==> src/rtl/soa_pipe.sv <==
// Two-stage set-one log adder: adds truncated logs with LSB-AND carry-in,
// fills the truncated low field with a compensation pattern, exports a carry tap.
module soa_pipe #(
  parameter int LW      = 20,
  parameter int M       = 5,
  parameter int EST_POS = 10
) (
  input  logic             clk,
  input  logic             rst_n,
  input  logic             in_valid,
  output logic             in_ready,
  input  logic [LW-M-1:0]  tloga,
  input  logic [LW-M-1:0]  tlogb,
  input  logic [1:0]       comp_mode,
  output logic             out_valid,
  input  logic             out_ready,
  output logic [LW-1:0]    sumlog,
  output logic             cin_EST
);

  localparam int N = LW - M;
  localparam int E = EST_POS;
  localparam int U = N - E;

  logic         s1_valid;
  logic [E-1:0] s1_lo;
  logic         s1_c;
  logic [U-1:0] s1_ua;
  logic [U-1:0] s1_ub;
  logic [1:0]   s1_mode;
  logic         s2_valid;

  logic s1_adv;
  logic s2_adv;

  assign s2_adv    = ~s2_valid | out_ready;
  assign s1_adv    = ~s1_valid | s2_adv;
  assign in_ready  = s1_adv;
  assign out_valid = s2_valid;

  logic [N-1:0] op_a;
  logic [N-1:0] op_b;
  logic         cin;

  assign op_a = {1'b0, tloga[N-1:1]};
  assign op_b = {1'b0, tlogb[N-1:1]};
  assign cin  = tloga[0] & tlogb[0];

  // Low segment is one bit wider so its MSB is the carry into bit EST_POS.
  logic [E:0] lo_a;
  logic [E:0] lo_b;
  logic [E:0] lo_c;
  logic [E:0] lo_sum;

  always_comb begin
    lo_a          = '0;
    lo_b          = '0;
    lo_c          = '0;
    lo_a[E-1:0]   = op_a[E-1:0];
    lo_b[E-1:0]   = op_b[E-1:0];
    lo_c[0]       = cin;
    lo_sum        = lo_a + lo_b + lo_c;
  end

  always_ff @(posedge clk) begin
    if (!rst_n) begin
      s1_valid <= 1'b0;
      s1_lo    <= '0;
      s1_c     <= 1'b0;
      s1_ua    <= '0;
      s1_ub    <= '0;
      s1_mode  <= 2'b00;
    end else if (s1_adv) begin
      s1_valid <= in_valid;
      if (in_valid) begin
        s1_lo   <= lo_sum[E-1:0];
        s1_c    <= lo_sum[E];
        s1_ua   <= op_a[N-1:E];
        s1_ub   <= op_b[N-1:E];
        s1_mode <= comp_mode;
      end
    end
  end

  logic [U-1:0] up_c;
  logic [U-1:0] up_sum;
  logic [M-1:0] fill;

  always_comb begin
    up_c    = '0;
    up_c[0] = s1_c;
    up_sum  = s1_ua + s1_ub + up_c;
  end

  // Reserved mode 11 falls into the set-one default.
  always_comb begin
    fill = '1;
    case (s1_mode)
      2'b00: fill = '0;
      2'b10: begin
        fill      = '0;
        fill[M-1] = 1'b1;
      end
      default: fill = '1;
    endcase
  end

  always_ff @(posedge clk) begin
    if (!rst_n) begin
      s2_valid <= 1'b0;
      sumlog   <= '0;
      cin_EST  <= 1'b0;
    end else if (s2_adv) begin
      s2_valid <= s1_valid;
      if (s1_valid) begin
        sumlog  <= {up_sum, s1_lo, fill};
        cin_EST <= s1_c;
      end
    end
  end

endmodule

==> config.mk <==
export PLATFORM = sky130hd
export DESIGN_NAME = soa_pipe
export DESIGN_NICKNAME = d
export VERILOG_FILES = /design/src/rtl/soa_pipe.sv
export SDC_FILE = /design/constraint.sdc
export NUM_CORES = 1
export LEC_CHECK = 0
export CELL_PAD_IN_SITES_DETAIL_PLACEMENT = 1
export CELL_PAD_IN_SITES_GLOBAL_PLACEMENT = 1
export CORE_AREA = 2 2 86 88
export CTS_CLUSTER_SIZE = 8
export DETAILED_ROUTE_END_ITERATION = 6
export DIE_AREA = 0 0 88 90
export PLACE_DENSITY = 0.78
export SETUP_SLACK_MARGIN = 0.3
export SLEW_MARGIN = 10
export SYNTH_ARGS = -nofsm -noshare
export SYNTH_HDL_FRONTEND = slang
export SYNTH_SLANG_ARGS = --single-unit
==> constraint.sdc <==
create_clock -name clk -period 2.35 [get_ports clk]
set_clock_uncertainty 0.15 [all_clocks]
set_input_delay 0.3525 -clock clk [delete_from_list [all_inputs] [get_ports clk]]
set_output_delay 0.3525 -clock clk [all_outputs]
set_load 0.01 [all_outputs]
# [Word-level counts from Yosys, hierarchy flattened]
# Cells that the tools add are included.
[op_classes] addsub=4 n_eq_ne=1 muxes=1 bitwise=5 n_reduce_logical=3
[ops] operator="10-bit by 10-bit adder with 11-bit output" count=1
[ops] operator="11-bit by 1-bit adder with 11-bit output" count=1
[ops] operator="5-bit case mux with 2 select lines" count=1
[ops] operator="4-bit by 4-bit adder with 5-bit output" count=1
[ops] operator="5-bit by 1-bit adder with 5-bit output" count=1
[ops] operator="2-bit AND reduction" count=2
[ops] operator="2-bit == test (second input constant)" count=1
[ops] operator="2-bit zero test" count=1
[ops] operator="1-bit NOT" count=2
[ops] operator="1-bit OR" count=2
[ops] operator="1-bit bitwise AND" count=1
[word_totals] reg_bits=44 input_bits=36 elab_cells=23

# [Longest topological paths before layout]
[logic_depth] word_depth=4 ltp_mapped=8 ltp_nobuf=8

# [Worst setup path before layout]
# No wires, ideal clock.
[synth_path] kind="input-to-reg" start="input port tloga[1]" end="register s1_lo[6]" setup_ns=0.062 arrival_time_ns=2.219 path_slack_ns=-0.081 cell_stages=8 path_buffers=0 cell_sequence="inv_1 -> fa_1 -> fa_1 -> nand2b_1 -> a21oi_2 -> a31oi_1 -> or4b_1 -> nand3_1"
[synth_via] elab_chain_cells=2
[synth_rtl] element="start, declared" line="12" text="input logic [LW-M-1:0] tloga,"
[synth_rtl] element="10-bit by 10-bit adder with 11-bit output" line="62" text="lo_sum = lo_a + lo_b + lo_c;"
[synth_rtl] element="11-bit by 1-bit adder with 11-bit output" line="62"
[synth_rtl] element="end signal, assigned" line="76" text="s1_lo <= lo_sum[E-1:0];"
[synth_rtl] element="end, declared" line="26" text="logic [E-1:0] s1_lo;"
# Every way passes these cells.
# A chain may end at the register's enable or synchronous reset.

# [Worst setup path in the final report]
[layout_path] start="input port tlogb[0]" end="register s1_lo[4]"
[layout_via] elab_chain_cells=2
[layout_rtl] element="start, declared" line="13" text="input logic [LW-M-1:0] tlogb,"
[layout_rtl] element="1-bit bitwise AND" line="47" text="assign cin = tloga[0] & tlogb[0];"
[layout_rtl] element="11-bit by 1-bit adder with 11-bit output" line="62"
# Every way passes these cells.

==> metrics.md <==
| Metric | Value |
|---|---|
| CTS Hold Bufs | 0 |
| Syn. warnings | 0 |
| Worst Tran Pin Value | 0.572 ns |
| Grt total ovfl | 0 |
| Clock latency at the later pin of the worst-skew pair | about 0.29 ns |
| Reg2Reg Depth | 6 |
| Post-Layout Inst Area | 0.00307 mm2 |
| Worst Setup SP | tlogb[0] |
| Total CTS buffers | 5 |
| Layout cells sized above 1 | 0.145 |
| Post-synth cell types | 37 |
| Period minus WS final | approximately 2.1 ns |
| Critical R2R Capture | sumlog[17] |
| Mapped Cells | around 250 |
| Crit path DAT | between 2 and 2.5 ns |
| Flop2flop setup slack | 0.45 ns |
| Via count | a little under 2000 |
| Synth top cells by count | nand2_1, dfxtp_1, a21boi_0 |
| Pwr Total | 0.00175 W |
| DRT Pass-1 Iters | 3 |
| Final-report hold violation count | 0 |
| Syn Nets | 304 |
| Die area | approximately 0.008 mm2 |
| Rows | 31 |
| TritonCTS clock tree | built |
| # diodes | 0 |
| P&R area growth vs syn | 45.3% |
| Ports | 59 |
| Critical path class | in2reg |
| Seq/Total Area, Yosys | 0.389 |
| CP Launch Type | input pin |
| Post-synth EDFFs | 0 |
| Placed inst area | between 0.002 and 0.003 mm2 |
| CP required | about 2.4 ns |
| Vias in the first global route | slightly above 2000 |
| Final setup vio count | 0 |
| Clock Root Buffer | clkbuf_8 |
| Worst Hold Launch | sumlog[17] |
| Pwr dens | 569 mW/mm2 |
| Via density | ~4.7 |
| Share of the synthesized area in the top cell type | 0.389 |
| Cell area after synthesis | 0.00211 mm2 |
| Mean routed wirelength per cell | approximately 13 um |
| Max clock buf depth | 2 |
| Clock slew at reported path FFs | 0.08 ns |
| Placement Setup Slack | -0.654 ns |
| Dominant synthesized flop cell | dfxtp_1 |
| Dpl hpwl | approximately 4.3 mm |
| Starting Density | 0.301 |
| Final Max Tran Viols | 0 |
| R2R Path Start | s1_c |
| Ys async rst share | 0 |
| DRC viols | 0 |
| Clock sink count | between 40 and 50 |
| Setup WS post-layout | between 0.2 and 0.3 ns |
| Port Buffer Count | a little under 60 |
| Max VDD drop | ~0.24 mV |
| Hold Path Class | reg2reg |
| Largest net degree at the start of global routing | 26 |
| Gr usage total | 0.146 |
| Drt total wl | around 5.6 mm |
| Die H | about 90 um |
| Cell with the most instances after synthesis | nand2_1 |
| Setup crit end kind | register |
| Synthesis-stage register bit count | between 40 and 50 |
| Chip width | just under 90 um |
| Leading post-synthesis cells by cell area | dfxtp_1, nand2_1, a21boi_0, ha_1, fa_1 |
| Fmax | roughly 480 MHz |
| Synth area leader | dfxtp_1 |
| Placed Cells | between 400 and 500 |
| Worst hold stages | 2 |
| DRT antenna net count | 0 |
| WHS | about 0.31 ns |
| CP endpoint | s1_lo[4] |
| RSZ-0062 raised after global routing | yes |
| Core Area | around 0.007 mm2 |
| Initial antenna violation count | 0 |
| Static leakage | between 1 and 1.5 nW |
| H-tree depth | 2 |
| Status | completed |
| GP Congestion | roughly 0.74 |
| 1st-iter DRT viols | 31 |
| Crit path max fanout | 2 |
| Finished Layout Cells | approximately 420 |
| Worst rel slew slack | 0.618 |
| Fin crit share | 0.891 |
| Fillcell total | between 800 and 900 |
| Final nets | 369 |
| First-pass GRT wire length | 9.20 mm |
| MaxCap Viol Count | 0 |
| Avg Cell Area, Syn | 8.38 um2 |
[cell families after synthesis]
family                   after synthesis  synth area share
AND/OR/NAND/NOR                       98             0.208
AO/OA/AOI/OAI                         62             0.207
flip-flops                            41             0.389
buffers and inverters                 28            0.0563
adder cells (fa/ha/maj)               16             0.109
XOR/XNOR                               5            0.0207
multiplexers                           2           0.00948
[worst min path at each step]
stage                            end  slack [ns]
after detailed placement  sumlog[10]        0.31
after CTS                 s1_mode[1]        0.32
after global routing      sumlog[12]        0.34
final                     sumlog[17]        0.31
after global placement    sumlog[17]        0.30
after floorplan            sumlog[5]        0.29
[what timing repair did]
action / CTS / global route
endpoints found under the hold margin: 0 / 0
setup endpoints to repair: 9 / 6
resized for setup: 30 / 12
buffers inserted: 4 / 0
pin swaps: 9 / 2
[layout make-up]
cell class	instances	area (um2)	share of cell area
inverters	13	48.8	0.0159
flip-flops and latches	41	821	0.268
repair buffers	73	699	0.228
well taps	99	124	0.0404
multi-input cells	183	1250	0.409
clock buffers	6	82.6	0.0269
clock inverters	2	37.5	0.0122
[power by group]
part | internal, W | total, W | switching [W]
registers | 0.000739 | 0.000765 | 0.0000259
logic | 0.000206 | 0.000387 | 0.000181
clock network | 0.000345 | 0.000595 | 0.000249
total | 0.00129 | 0.00175 | 0.000456
[layout by cell type, fill, tap and decap left out, drive strengths merged, types with 9 or more instances in the layout]
cell type and instances:
nand2 63, clkdlybuf4s50 51, dfxtp 41, a21boi 26, buf 19, inv 13, ha 12, nand3 10
o21ai 9, a21oi 9
[sequential cells by signal, summed over array words and instances, names as in the netlist]
register / flops
cin_EST: 1
s1_ua: 4
s1_lo: 10
sumlog: 17
out_valid: 1
s1_c: 1
s1_mode: 2
s1_valid: 1
s1_ub: 4
[metrics by stage]
stage                     TNS (ns)   util
final                            0  0.437
after global routing             0  0.437
after CTS                        0  0.430
after detailed placement     -2.50  0.407
after global placement       -2.08  0.407
after floorplan                  0      -
[layer usage]
metal / GRT usage / part of all wire
met5: 0 / 0
met4: 0.0423 / 0.013
met3: 0.0239 / 0.031
met2: 0.259 / 0.49
met1: 0.179 / 0.46
[worst max-delay path, cell delays in order]
cell and delay, ns:
buf_8 0.08, nand2_8 0.04, fa_2 0.38, fa_2 0.34
nand2b_4 0.16, a21oi_4 0.13, buf_4 0.12, buf_4 0.09
buf_4 0.09, xnor2_1 0.10, o21ai_0 0.09, and2_1 0.16
Power figures use the tool's default switching activity.
